[config.mk]
export PLATFORM = sky130hd
export DESIGN_NAME = dca_matrix_lsu_row_sequencer_flat
export DESIGN_NICKNAME = d
export VERILOG_FILES = /design/src/rtl/dca_matrix_lsu_row_sequencer_pkg.sv /design/src/rtl/dca_matrix_lsu_row_sequencer_if.sv /design/src/rtl/dca_matrix_lsu_row_sequencer_outstanding.sv /design/src/rtl/dca_matrix_lsu_row_sequencer.sv /design/src/flat_wrapper.sv
export SDC_FILE = /design/constraint.sdc
export NUM_CORES = 1
export LEC_CHECK = 0
export CAP_MARGIN = 25
export CORE_AREA = 2 2 119 121
export CTS_BUF_LIST = sky130_fd_sc_hd__clkbuf_4 sky130_fd_sc_hd__clkbuf_8 sky130_fd_sc_hd__clkbuf_16
export DETAILED_ROUTE_END_ITERATION = 10
export DIE_AREA = 0 0 121 123
export PLACE_DENSITY = 0.64
export SETUP_SLACK_MARGIN = 0.2
export SLEW_MARGIN = 25
export SYNTH_ARGS = -nofsm -noshare
export SYNTH_HDL_FRONTEND = slang
export SYNTH_SLANG_ARGS = --single-unit
[constraint.sdc]
create_clock -name clk -period 3 [get_ports clk]
set_clock_uncertainty 0.1 [all_clocks]
set_input_delay 0.3 -clock clk [delete_from_list [all_inputs] [get_ports clk]]
set_output_delay 0.3 -clock clk [all_outputs]
set_load 0.05 [all_outputs]
[src/rtl/dca_matrix_lsu_row_sequencer_pkg.sv]
// dca_matrix_lsu_row_sequencer_pkg: shared widths, FSM encoding and row-size helper.
// Revision 1.0
`default_nettype none

package dca_matrix_lsu_row_sequencer_pkg;

   // DCA matrix info field widths
   localparam int DCA_MATRIX_BW_ADDR       = 32;
   localparam int DCA_MATRIX_BW_STRIDE_LS3 = 16;
   localparam int DCA_MATRIX_BW_NUM_ROW_M1 = 4;

   typedef enum logic [1:0] {
      ST_IDLE  = 2'd0,
      ST_ISSUE = 2'd1,
      ST_DRAIN = 2'd2,
      ST_DONE  = 2'd3
   } seq_state_e;

   localparam logic [2:0] LSA_P3_1BIT  = 3'd0;
   localparam logic [2:0] LSA_P3_2BIT  = 3'd1;
   localparam logic [2:0] LSA_P3_4BIT  = 3'd2;
   localparam logic [2:0] LSA_P3_8BIT  = 3'd3;
   localparam logic [2:0] LSA_P3_16BIT = 3'd4;
   localparam logic [2:0] LSA_P3_32BIT = 3'd5;

   // Codes above 32-bit clamp to 32-bit; sub-byte rows still occupy one byte.
   function automatic logic [7:0] row_num_byte(input logic [2:0] lsa_p3,
                                               input int unsigned num_col);
      logic [2:0]  shamt;
      int unsigned nbyte;
      shamt = (lsa_p3 > LSA_P3_32BIT) ? LSA_P3_32BIT : lsa_p3;
      nbyte = (num_col << shamt) >> 3;
      return (nbyte == 0) ? 8'd1 : nbyte[7:0];
   endfunction

endpackage

`default_nettype wire

[src/rtl/dca_matrix_lsu_row_sequencer_if.sv]
// dca_matrix_lsu_row_sequencer_if: descriptor, row-request and status bundle.
// Optional macro DCA_LSU_ROW_SEQ_PERF_EN adds perf_stall_cycle / perf_total_cycle. Revision 1.0
`default_nettype none

interface dca_matrix_lsu_row_sequencer_if
   import dca_matrix_lsu_row_sequencer_pkg::*;
#(
   parameter int BW_ADDR       = DCA_MATRIX_BW_ADDR,
   parameter int BW_STRIDE_LS3 = DCA_MATRIX_BW_STRIDE_LS3,
   parameter int BW_NUM_ROW_M1 = DCA_MATRIX_BW_NUM_ROW_M1
);
   logic                     inst_valid;
   logic                     inst_ready;
   logic [BW_ADDR-1:0]       inst_addr;
   logic [BW_STRIDE_LS3-1:0] inst_stride_ls3;
   logic [BW_NUM_ROW_M1-1:0] inst_num_row_m1;
   logic [2:0]               inst_lsa_p3;

   logic                     req_valid;
   logic                     req_ready;
   logic [BW_ADDR-1:0]       req_addr;
   logic [7:0]               req_num_byte;
   logic [BW_NUM_ROW_M1-1:0] req_row_idx;
   logic                     req_last;

   logic                     rsp_done;
   logic                     busy;
   logic                     done;
   logic                     error;
`ifdef DCA_LSU_ROW_SEQ_PERF_EN
   logic [31:0]              perf_stall_cycle;
   logic [31:0]              perf_total_cycle;
`endif

   modport master (
      input  inst_valid, inst_addr, inst_stride_ls3, inst_num_row_m1, inst_lsa_p3,
      input  req_ready, rsp_done,
      output inst_ready, req_valid, req_addr, req_num_byte, req_row_idx, req_last,
      output busy, done, error
`ifdef DCA_LSU_ROW_SEQ_PERF_EN
      , output perf_stall_cycle, perf_total_cycle
`endif
   );

   modport slave (
      output inst_valid, inst_addr, inst_stride_ls3, inst_num_row_m1, inst_lsa_p3,
      output req_ready, rsp_done,
      input  inst_ready, req_valid, req_addr, req_num_byte, req_row_idx, req_last,
      input  busy, done, error
`ifdef DCA_LSU_ROW_SEQ_PERF_EN
      , input perf_stall_cycle, perf_total_cycle
`endif
   );

endinterface

`default_nettype wire

[src/rtl/dca_matrix_lsu_row_sequencer_outstanding.sv]
// dca_lsu_outstanding_counter: in-flight row request tracker with full flag and sticky underflow error.
// Revision 1.0
`default_nettype none

module dca_lsu_outstanding_counter #(
   parameter  int MAX_OUTSTANDING = 4,
   localparam int BW_CNT          = $clog2(MAX_OUTSTANDING + 1)
) (
   input  wire logic clk,
   input  wire logic rstnn,
   input  wire logic inc_i,
   input  wire logic dec_i,
   output logic      full_o,
   output logic      empty_o,
   output logic      error_o
);

   logic [BW_CNT-1:0] count_q, count_d;
   logic              error_q, error_d;
   logic              w_inc;

   assign full_o  = (count_q == BW_CNT'(MAX_OUTSTANDING));
   assign empty_o = (count_q == '0);
   assign error_o = error_q;
   assign w_inc   = inc_i & ~full_o;

   // Simultaneous increment and decrement cancel out.
   always_comb begin
      count_d = count_q;
      error_d = error_q;
      case ({w_inc, dec_i})
         2'b10: count_d = count_q + BW_CNT'(1);
         2'b01: begin
            if (empty_o) error_d = 1'b1;
            else         count_d = count_q - BW_CNT'(1);
         end
         default: ;
      endcase
   end

   always_ff @(posedge clk or negedge rstnn) begin
      if (!rstnn) begin
         count_q <= '0;
         error_q <= 1'b0;
      end else begin
         count_q <= count_d;
         error_q <= error_d;
      end
   end

endmodule

`default_nettype wire

[src/rtl/dca_matrix_lsu_row_sequencer.sv]
// dca_matrix_lsu_row_sequencer: walks a matrix descriptor into per-row read requests.
// Optional macro DCA_LSU_ROW_SEQ_PERF_EN enables stall/total cycle counters. Revision 1.0
`default_nettype none

module dca_matrix_lsu_row_sequencer
   import dca_matrix_lsu_row_sequencer_pkg::*;
#(
   parameter int unsigned MATRIX_NUM_COL  = 4,
   parameter int          BW_ADDR         = DCA_MATRIX_BW_ADDR,
   parameter int          BW_STRIDE_LS3   = DCA_MATRIX_BW_STRIDE_LS3,
   parameter int          BW_NUM_ROW_M1   = DCA_MATRIX_BW_NUM_ROW_M1,
   parameter int          MAX_OUTSTANDING = 4
) (
   input  wire logic                      clk,
   input  wire logic                      rstnn,
   dca_matrix_lsu_row_sequencer_if.master bus
);

   seq_state_e               state_q, state_d;
   logic                     armed_q;
   logic [BW_ADDR-1:0]       addr_q, addr_d;
   logic [BW_STRIDE_LS3-1:0] stride_q, stride_d;
   logic [BW_NUM_ROW_M1-1:0] num_row_m1_q, num_row_m1_d;
   logic [BW_NUM_ROW_M1-1:0] row_idx_q, row_idx_d;
   logic [7:0]               num_byte_q, num_byte_d;

   logic w_inst_ready, w_req_valid, w_req_last, w_busy, w_done;
   logic w_accept, w_req_hs, w_full, w_empty, w_error;
   logic [BW_ADDR-1:0] w_stride_byte;

   assign w_accept      = bus.inst_valid & w_inst_ready;
   assign w_req_hs      = w_req_valid & bus.req_ready;
   assign w_stride_byte = BW_ADDR'({stride_q, 3'b000});

   dca_lsu_outstanding_counter #(
      .MAX_OUTSTANDING (MAX_OUTSTANDING)
   ) u_outstanding (
      .clk     (clk),
      .rstnn   (rstnn),
      .inc_i   (w_req_hs),
      .dec_i   (bus.rsp_done),
      .full_o  (w_full),
      .empty_o (w_empty),
      .error_o (w_error)
   );

   always_ff @(posedge clk or negedge rstnn) begin
      if (!rstnn) state_q <= ST_IDLE;
      else        state_q <= state_d;
   end

   always_comb begin
      state_d = state_q;
      case (state_q)
         ST_IDLE:  if (w_accept)              state_d = ST_ISSUE;
         ST_ISSUE: if (w_req_hs & w_req_last) state_d = ST_DRAIN;
         ST_DRAIN: if (w_empty)               state_d = ST_DONE;
         ST_DONE:                             state_d = ST_IDLE;
         default:                             state_d = ST_IDLE;
      endcase
   end

   // armed_q keeps inst_ready low while reset is applied and for the release cycle.
   always_comb begin
      w_inst_ready = 1'b0;
      w_req_valid  = 1'b0;
      w_req_last   = 1'b0;
      w_busy       = 1'b0;
      w_done       = 1'b0;
      case (state_q)
         ST_IDLE:  w_inst_ready = armed_q;
         ST_ISSUE: begin
            w_busy      = 1'b1;
            w_req_valid = ~w_full;
            w_req_last  = (row_idx_q == num_row_m1_q);
         end
         ST_DRAIN: w_busy = 1'b1;
         ST_DONE: begin
            w_busy = 1'b1;
            w_done = 1'b1;
         end
         default: ;
      endcase
   end

   always_comb begin
      addr_d       = addr_q;
      stride_d     = stride_q;
      num_row_m1_d = num_row_m1_q;
      row_idx_d    = row_idx_q;
      num_byte_d   = num_byte_q;
      if (w_accept) begin
         addr_d       = bus.inst_addr;
         stride_d     = bus.inst_stride_ls3;
         num_row_m1_d = bus.inst_num_row_m1;
         row_idx_d    = '0;
         num_byte_d   = row_num_byte(bus.inst_lsa_p3, MATRIX_NUM_COL);
      end else if (w_req_hs) begin
         addr_d    = addr_q + w_stride_byte;
         row_idx_d = row_idx_q + BW_NUM_ROW_M1'(1);
      end
   end

   always_ff @(posedge clk or negedge rstnn) begin
      if (!rstnn) begin
         armed_q      <= 1'b0;
         addr_q       <= '0;
         stride_q     <= '0;
         num_row_m1_q <= '0;
         row_idx_q    <= '0;
         num_byte_q   <= '0;
      end else begin
         armed_q      <= 1'b1;
         addr_q       <= addr_d;
         stride_q     <= stride_d;
         num_row_m1_q <= num_row_m1_d;
         row_idx_q    <= row_idx_d;
         num_byte_q   <= num_byte_d;
      end
   end

   assign bus.inst_ready   = w_inst_ready;
   assign bus.req_valid    = w_req_valid;
   assign bus.req_addr     = addr_q;
   assign bus.req_num_byte = num_byte_q;
   assign bus.req_row_idx  = row_idx_q;
   assign bus.req_last     = w_req_last;
   assign bus.busy         = w_busy;
   assign bus.done         = w_done;
   assign bus.error        = w_error;

`ifdef DCA_LSU_ROW_SEQ_PERF_EN
   logic [31:0] perf_stall_q, perf_total_q;
   logic        w_stall;

   // Stall: held off by the in-flight limit, or offered but not taken.
   assign w_stall = (state_q == ST_ISSUE) & (w_full | ~bus.req_ready);

   always_ff @(posedge clk or negedge rstnn) begin
      if (!rstnn) begin
         perf_stall_q <= '0;
         perf_total_q <= '0;
      end else if (w_accept) begin
         perf_stall_q <= '0;
         perf_total_q <= '0;
      end else begin
         if (w_stall & ~&perf_stall_q) perf_stall_q <= perf_stall_q + 32'd1;
         if (w_busy  & ~&perf_total_q) perf_total_q <= perf_total_q + 32'd1;
      end
   end

   assign bus.perf_stall_cycle = perf_stall_q;
   assign bus.perf_total_cycle = perf_total_q;
`endif

endmodule

`default_nettype wire

[src/flat_wrapper.sv]
// flat-port wrapper written by rule: the top's interface ports become plain ports
module dca_matrix_lsu_row_sequencer_flat import dca_matrix_lsu_row_sequencer_pkg::*;
#(
   parameter int unsigned MATRIX_NUM_COL  = 4,
   parameter int          BW_ADDR         = DCA_MATRIX_BW_ADDR,
   parameter int          BW_STRIDE_LS3   = DCA_MATRIX_BW_STRIDE_LS3,
   parameter int          BW_NUM_ROW_M1   = DCA_MATRIX_BW_NUM_ROW_M1,
   parameter int          MAX_OUTSTANDING = 4
)
  (clk, rstnn, bus_inst_valid, bus_inst_addr, bus_inst_stride_ls3, bus_inst_num_row_m1, bus_inst_lsa_p3, bus_req_ready, bus_rsp_done, bus_inst_ready, bus_req_valid, bus_req_addr, bus_req_num_byte, bus_req_row_idx, bus_req_last, bus_busy, bus_done, bus_error);
  dca_matrix_lsu_row_sequencer_if #(.BW_ADDR(BW_ADDR), .BW_STRIDE_LS3(BW_STRIDE_LS3), .BW_NUM_ROW_M1(BW_NUM_ROW_M1)) bus_i ();
  input  wire logic clk;
  input  wire logic rstnn;
  input wire logic [$bits(bus_i.inst_valid)-1:0] bus_inst_valid;
  input wire logic [$bits(bus_i.inst_addr)-1:0] bus_inst_addr;
  input wire logic [$bits(bus_i.inst_stride_ls3)-1:0] bus_inst_stride_ls3;
  input wire logic [$bits(bus_i.inst_num_row_m1)-1:0] bus_inst_num_row_m1;
  input wire logic [$bits(bus_i.inst_lsa_p3)-1:0] bus_inst_lsa_p3;
  input wire logic [$bits(bus_i.req_ready)-1:0] bus_req_ready;
  input wire logic [$bits(bus_i.rsp_done)-1:0] bus_rsp_done;
  output wire logic [$bits(bus_i.inst_ready)-1:0] bus_inst_ready;
  output wire logic [$bits(bus_i.req_valid)-1:0] bus_req_valid;
  output wire logic [$bits(bus_i.req_addr)-1:0] bus_req_addr;
  output wire logic [$bits(bus_i.req_num_byte)-1:0] bus_req_num_byte;
  output wire logic [$bits(bus_i.req_row_idx)-1:0] bus_req_row_idx;
  output wire logic [$bits(bus_i.req_last)-1:0] bus_req_last;
  output wire logic [$bits(bus_i.busy)-1:0] bus_busy;
  output wire logic [$bits(bus_i.done)-1:0] bus_done;
  output wire logic [$bits(bus_i.error)-1:0] bus_error;
  assign bus_i.inst_valid = bus_inst_valid;
  assign bus_i.inst_addr = bus_inst_addr;
  assign bus_i.inst_stride_ls3 = bus_inst_stride_ls3;
  assign bus_i.inst_num_row_m1 = bus_inst_num_row_m1;
  assign bus_i.inst_lsa_p3 = bus_inst_lsa_p3;
  assign bus_i.req_ready = bus_req_ready;
  assign bus_i.rsp_done = bus_rsp_done;
  assign bus_inst_ready = bus_i.inst_ready;
  assign bus_req_valid = bus_i.req_valid;
  assign bus_req_addr = bus_i.req_addr;
  assign bus_req_num_byte = bus_i.req_num_byte;
  assign bus_req_row_idx = bus_i.req_row_idx;
  assign bus_req_last = bus_i.req_last;
  assign bus_busy = bus_i.busy;
  assign bus_done = bus_i.done;
  assign bus_error = bus_i.error;
  dca_matrix_lsu_row_sequencer #(.MATRIX_NUM_COL(MATRIX_NUM_COL), .BW_ADDR(BW_ADDR), .BW_STRIDE_LS3(BW_STRIDE_LS3), .BW_NUM_ROW_M1(BW_NUM_ROW_M1), .MAX_OUTSTANDING(MAX_OUTSTANDING)) u_core (.clk(clk), .rstnn(rstnn), .bus(bus_i));
endmodule
# ---- Word level (Yosys, flattened, before mapping)
# Index checks and enable logic that the tools add are counted.
dict set report totals {
  out_inout_bits 50
  word_cells 57
  input_bits 60
  regBits 71
}
dict set report classes {
  magnitude_cmp 1
  n_reduce_logical 9
  n_bitwise 5
  shift 1
  n_eq_ne 11
  n_mux 17
  n_addsub 4
}
# op n
set ops {}
lappend ops {{2-to-1 mux 32 bit} 2}
lappend ops {{adder 32 x 19 -> 32 bit} 1}
lappend ops {{zero test 32 bit} 1}
lappend ops {{left shift 3 x 3 -> 32 bit (first input constant)} 1}
lappend ops {{2-to-1 mux 4 bit} 2}
lappend ops {{2-to-1 mux 8 bit} 1}
lappend ops {{case mux 2 bit (4 select lines)} 1}
lappend ops {{== test 2 bit (second input constant)} 3}
lappend ops {{2-to-1 mux 2 bit} 3}
lappend ops {{2-to-1 mux 3 bit} 2}
lappend ops {{case mux 3 bit (2 select lines)} 1}
lappend ops {{2-to-1 mux 1 bit} 5}
lappend ops {{adder 4 x 1 -> 4 bit (second input constant)} 1}
lappend ops {{AND 1 bit} 4}
lappend ops {{== test 2 x 1 -> 1 bit (second input constant)} 2}
lappend ops {{== test 4 bit} 1}
lappend ops {{inequality test 2 x 1 -> 1 bit (second input constant)} 2}
lappend ops {{inequality test 2 bit (second input constant)} 2}
lappend ops {{AND reduction 2 bit} 2}
lappend ops {{nonzero test 2 bit} 2}
lappend ops {{adder 3 x 1 -> 3 bit (second input constant)} 1}
lappend ops {{== test 3 bit (second input constant)} 1}
lappend ops {{> comparator 3 bit (second input constant)} 1}
lappend ops {{zero test 3 bit} 1}
lappend ops {{5 further kinds} 5}

# ---- Logic depth before layout (Yosys ltp)
dict set report depth {
  ltp_word 8
  mapped_depth 9
  ltp_nobuf 9
}

# ---- Modules after synthesis
# Synthesis repeated with hierarchy kept, for this count alone.
dict set report unflattened {
  cells_unflattened 455
  hier_area_um2 4013.8
}
# module cells_per_inst area_each_um2 n_inst seq_area_each_um2
set modules_own_cells {}
lappend modules_own_cells {dca_matrix_lsu_row_sequencer 423 3719.8 1 1651.6}
lappend modules_own_cells {dca_lsu_outstanding_counter 32 294.0 1 100.1}

# ---- Worst setup path after synthesis
# OpenSTA, ideal clock, no wires.
dict set report synth_path {
  kind {reg-to-reg}
  startpoint {register u_core.row_idx_q[2], in the netlist u_core.bus.req_row_idx[2]}
  endpoint {register u_core.state_q[1]}
  n_path_buf 0
  slack_ps -415
  arrival_time_ps 3190
  stages_incl_launch_ff 6
  synth_period_minus_slack_ps 3415
  setup_time_ps 125
  t_required_ps 2775
  path_cell_list {dfrtp_1 -> xor2_1 -> nor4_1 -> nand2_1 -> a221o_1 -> mux2_2}
}
dict set report synth_via {
  elab_chain_len 5
}
# element line
set synth_lines {}
lappend synth_lines {{from (decl)} dca_matrix_lsu_row_sequencer.sv:24} ;# logic [BW_NUM_ROW_M1-1:0] row_idx_q, row_idx_d;
lappend synth_lines {{from (signal assigned)} dca_matrix_lsu_row_sequencer.sv:117} ;# row_idx_q <= row_idx_d;
lappend synth_lines {{== test 4 bit} dca_matrix_lsu_row_sequencer.sv:75} ;# w_req_last = (row_idx_q == num_row_m1_q);
lappend synth_lines {{2-to-1 mux 1 bit} dca_matrix_lsu_row_sequencer.sv:70} ;# case (state_q)
lappend synth_lines {{via bus_req_last} flat_wrapper.sv:26} ;# output wire logic [$bits(bus_i.req_last)-1:0] bus_req_last;
lappend synth_lines {{AND 1 bit} dca_matrix_lsu_row_sequencer.sv:56} ;# ST_ISSUE: if (w_req_hs & w_req_last) state_d = ST_DRAIN;
lappend synth_lines {{inequality test 2 x 1 -> 1 bit (no source line)} n/a}
lappend synth_lines {{AND reduction 3 bit (no source line)} n/a}
lappend synth_lines {{to (signal assigned)} dca_matrix_lsu_row_sequencer.sv:49} ;# else state_q <= state_d;
lappend synth_lines {{to (decl)} dca_matrix_lsu_row_sequencer.sv:19} ;# seq_state_e state_q, state_d;
# The timed path passes the listed nets, and every way through them passes these cells.
# A chain may end at the register's enable or synchronous reset.

# ---- Worst setup path in the final report
dict set report layout_path {
  startpoint {register u_core.state_q[1]}
  endpoint {output bus_req_last}
}
dict set report layout_via {
  elab_chain_len 2
}
# element line
set layout_lines {}
lappend layout_lines {{== test 2 x 1 -> 1 bit} dca_matrix_lsu_row_sequencer.sv:70}
lappend layout_lines {{2-to-1 mux 1 bit} dca_matrix_lsu_row_sequencer.sv:70}
lappend layout_lines {{to (decl)} flat_wrapper.sv:26}
# No other way between the ends.

==> summary.md <==
The flow ran to the end, and the final reports show no timing, DRC or antenna violations. Together, buffers and inverters on the worst path number 2. The analysis attributes to cell leakage a power of 2.47 nW. In this run the worst path has a maximum fanout of 4. For the number of failing setup endpoints in the final timing report, the log shows 0. For the final net count, the log shows 645. The category of cells accounting for the largest share of critical-path delay was buffers and inverters.

Wires add up to 11.1 mm. Total global-route track usage: 0.156. Clock tree synthesis found a total of 70 sinks.

The synthesized design contains 70 register bits. In the synthesized netlist the dominant register cell turns out to be sky130_fd_sc_hd__dfrtp_1. CTS built an H-tree with a depth of 3.

STA classifies the critical path startpoint as a flop. For the number of pins exceeding their max-slew limit in the final report, the log shows 0. The share of flip-flops with an asynchronous set or reset after synthesis is 1.00.

The via count of the first global-routing pass was 3582. For the number of filler cells placed in the layout, the log shows 1340. For the share of synthesized area occupied by flip-flops and latches, the log shows 0.441. In this run the power density over the cells is 1250 mW/mm^2. By area the synthesized netlist is led by sky130_fd_sc_hd__dfrtp_1, sky130_fd_sc_hd__nand2_1, sky130_fd_sc_hd__ha_1.

The count of flip-flops with a built-in enable after synthesis works out to 0. The net switching share of the total power came out at 0.478. For the worst setup path, the data arrival time is 2.26 ns. The number of iterations in the first detailed-routing pass is 4. In this run the core area contains 43 standard-cell rows.

The share of power burned in the clock network was 0.155; the number of buffers inserted during clock tree synthesis was 9. Type of destination of the critical path: an output port. The wire-length estimate of the detail-placed layout is 8.04 mm. The initial detailed-routing violation count was 245. For the combinational share of power, the log shows 0.589. For the count of antenna diodes in the layout, the log shows 0. The netlist uses 58 different library cells. After clock tree synthesis, the clock-pin slew on the worst setup and hold paths is 0.05 ns. The number of hold violations in the final report is 0, and the data required time of the critical path is 2.60 ns.

The analysis attributes to net switching a power of 0.00334 W. Of all cell types, the one taking the most synthesized area is sky130_fd_sc_hd__dfrtp_1. For the pin with the worst max-slew slack, the measured transition is 0.670 ns.

Summing over every cut layer, the via total after detailed routing is 3581. The layout cell share with drive strength beyond 1 is 0.0761. The Yosys step of the flow raised 0 warnings. The post-route clock period utilization works out to 0.885.

The starting density of the core is 0.292, and the final critical delay including setup and external delays is 2.66 ns. The DRC violation count after routing was 0. Adding up every negative setup slack in the final design gives 0 ns. Synthesis produced a netlist with a net count of 536. The slowest cell on the critical path is sky130_fd_sc_hd__clkdlybuf4s50_1. After synthesis the cells add up to 0.00397 mm^2. The logs give 2 for the buffer depth of the longest clock path and 0 for the number of maximum-capacitance violations. For this run, the slowest stage of the critical path takes 0.87 ns. The worst-case IR drop observed on VDD is 0.377 mV.

The tools report the number of cells after detailed placement as 728. Timing would allow up to 0.377 GHz. After detailed routing, the average wire length per cell comes to 14.9 um. Setup repair after global routing left no endpoint under its margin. The tools report the tightest slew margin relative to the limit as 0.554. Detailed-route vias per instance: 4.81. The floorplan step defined a core boundary enclosing 0.0136 mm^2.

The tools report the clock root buffer as sky130_fd_sc_hd__clkbuf_16. The die covers 0.0149 mm^2. The mean area per synthesized cell works out to 8.79 um^2. The signal on the critical path passes through inv_1, ha_1, nand2_1, nor4_2, clkdlybuf4s50_1. The signed area change from the synthesized netlist to the final layout is 40.9%. The tightest min-delay check is of the flop to flop type. The first global-routing pass estimated 18.0 mm of wire. The pin count of the biggest net entering global routing is 71, and the clock insertion delay at the later pin of the skew report is 0.34 ns. From left edge to right edge, the die measures 121 um. The I/O pin total was 110; the top-area cell type share of the netlist area was 0.441.

TritonCTS built the clock tree. The initial antenna violation count is 0, and the y dimension of the die is 123 um. The total overflow left after global routing is 0. Critical path class: flop to output port.

Post-synthesis cell count: 452. The count of port buffers added during placement was 108; the register share of total power was 0.256. For the cell-internal power, the log shows 0.00365 W.

The count of nets left with antenna violations once routing finished came out at 0. The congestion estimate from routability-driven global placement came to 0.829. The count of cells in the finished layout, fillers not included, comes to 745.
timing repair:
| action | CTS | global route |
|---|---|---|
| setup endpoints to repair | 0 | 5 |
| gates resized for setup | 0 | 2 |
| buffers inserted | 0 | 1 |
| hold endpoints to repair | 0 | 70 |
| hold buffers | 0 | 1 |
registers in the layout, indices dropped and copies added (netlist names):
signal / count
u_core.stride_q: 16
u_core.armed_q: 1
u_core.bus.req_num_byte: 7
u_core.u_outstanding.error_o: 1
u_core.u_outstanding.count_q: 3
u_core.bus.req_addr: 32
u_core.num_row_m1_q: 4
u_core.bus.req_row_idx: 4
u_core.state_q: 2
placed cells by master, fill, tap and decap left out, types with 13 or more instances in the layout:
cell type,count
sky130_fd_sc_hd__xor2_1,17
sky130_fd_sc_hd__xnor2_1,13
sky130_fd_sc_hd__dfrtp_1,70
sky130_fd_sc_hd__nor2_1,30
sky130_fd_sc_hd__nand2_1,115
sky130_fd_sc_hd__o21ai_0,22
sky130_fd_sc_hd__ha_1,22
sky130_fd_sc_hd__clkdlybuf4s50_1,107
sky130_fd_sc_hd__a21oi_1,40
layout make-up:
cell class | instances | area, um^2 | area share
multi-input cells | 354 | 2140 | 0.382
flip-flops and latches | 70 | 1750 | 0.313
repair buffers | 117 | 1150 | 0.206
clock buffers | 14 | 269 | 0.0480
well taps | 180 | 225 | 0.0402
inverters | 9 | 33.8 | 0.00603
clock inverters | 1 | 30.0 | 0.00536
worst register-to-register path, stage by stage, from the launching register on:
cell and delay, ns:
sky130_fd_sc_hd__dfrtp_1 0.40, sky130_fd_sc_hd__ha_1 0.25, sky130_fd_sc_hd__fa_2 0.37, sky130_fd_sc_hd__a21o_1 0.21
sky130_fd_sc_hd__a221oi_4 0.33, sky130_fd_sc_hd__o211ai_2 0.14, sky130_fd_sc_hd__and4_4 0.24, sky130_fd_sc_hd__o211ai_1 0.20
sky130_fd_sc_hd__xor2_1 0.17, sky130_fd_sc_hd__o21ai_0 0.09
path summary, 6_finish.rpt:
path,slack [ns],from,end,depth (start not counted)
worst max-delay path,0.34,u_core.state_q[1],bus_req_last,5
worst min-delay path,0.38,u_core.bus.req_addr[2],u_core.bus.req_addr[2],2
worst max register to register,0.38,u_core.bus.req_addr[3],u_core.bus.req_addr[29],9
worst min register to register,0.38,u_core.bus.req_addr[2],u_core.bus.req_addr[2],2
max in group asynchronous,1.89,rstnn,u_core.bus.req_addr[11],2
min in group asynchronous,0.45,rstnn,u_core.state_q[0],2
routing by layer:
layer  track usage  routed length, um  share of wire
met1         0.198               5070           0.46
met4        0.0872                348          0.031
met2         0.249               5210           0.47
met3        0.0323                470          0.042
met5             0                  0              0
through the flow:
| stage | total power [W] | utilization | setup slack, ns | area, um^2 | hold slack [ns] |
|---|---|---|---|---|---|
| floorplan | 0.00463 | - | 0.206 | 3980 | -0.0956 |
| global placement | 0.00578 | 0.387 | 0.339 | 5270 | 0.358 |
| detailed placement | 0.00585 | 0.387 | 0.279 | 5270 | 0.367 |
| CTS | 0.00699 | 0.409 | 0.263 | 5570 | 0.0364 |
| global route | 0.00748 | 0.411 | 0.213 | 5600 | 0.395 |
| finish | 0.00699 | 0.411 | 0.345 | 5600 | 0.379 |
power by group through the flow:
stage | clock [W] | sequential, W | combinational (W)
2_1_floorplan | 0 | 0.00261 | 0.00203
3_5_place_dp | 0 | 0.00179 | 0.00406
3_3_place_gp | 0 | 0.00176 | 0.00402
6_report | 0.00109 | 0.00179 | 0.00412
5_1_grt | 0.00115 | 0.00185 | 0.00448
4_1_cts | 0.00112 | 0.00178 | 0.00409
cells in the mapped netlist, types with 2 or more instances:
| cell | instances |
|---|---|
| sky130_fd_sc_hd__o21ai_1 | 3 |
| sky130_fd_sc_hd__inv_1 | 9 |
| sky130_fd_sc_hd__o2111ai_1 | 2 |
| sky130_fd_sc_hd__o211ai_1 | 3 |
| sky130_fd_sc_hd__or3_1 | 4 |
| sky130_fd_sc_hd__xor2_1 | 17 |
| sky130_fd_sc_hd__and3_1 | 7 |
| sky130_fd_sc_hd__a21o_1 | 6 |
| sky130_fd_sc_hd__nand4_1 | 4 |
| sky130_fd_sc_hd__nor3_1 | 6 |
| sky130_fd_sc_hd__clkbuf_1 | 15 |
| sky130_fd_sc_hd__fa_1 | 2 |
| sky130_fd_sc_hd__or2_2 | 2 |
| sky130_fd_sc_hd__o21ai_0 | 22 |
| sky130_fd_sc_hd__o22ai_1 | 2 |
| sky130_fd_sc_hd__nand2b_1 | 2 |
| sky130_fd_sc_hd__ha_1 | 22 |
| sky130_fd_sc_hd__nor2_1 | 30 |
| sky130_fd_sc_hd__nand2_1 | 116 |
| sky130_fd_sc_hd__a21oi_1 | 40 |
| sky130_fd_sc_hd__nor2b_1 | 4 |
| sky130_fd_sc_hd__nand3_1 | 7 |
| sky130_fd_sc_hd__dfrtp_1 | 70 |
| sky130_fd_sc_hd__o21a_1 | 3 |
| sky130_fd_sc_hd__conb_1 | 2 |
| sky130_fd_sc_hd__a31oi_1 | 7 |
| sky130_fd_sc_hd__xnor2_1 | 13 |
| sky130_fd_sc_hd__a211oi_1 | 2 |
cells by family after synthesis:
kind of cell,after synthesis,share of synthesized area
simple gates,189,0.205
compound gates,107,0.173
flops,70,0.441
xor+xnor,30,0.0661
buf+inv,28,0.0280
fa+ha+maj,24,0.0793
other cells,2,0.00189
mux,2,0.00535
No activity file was read; power rests on OpenSTA's default activity.
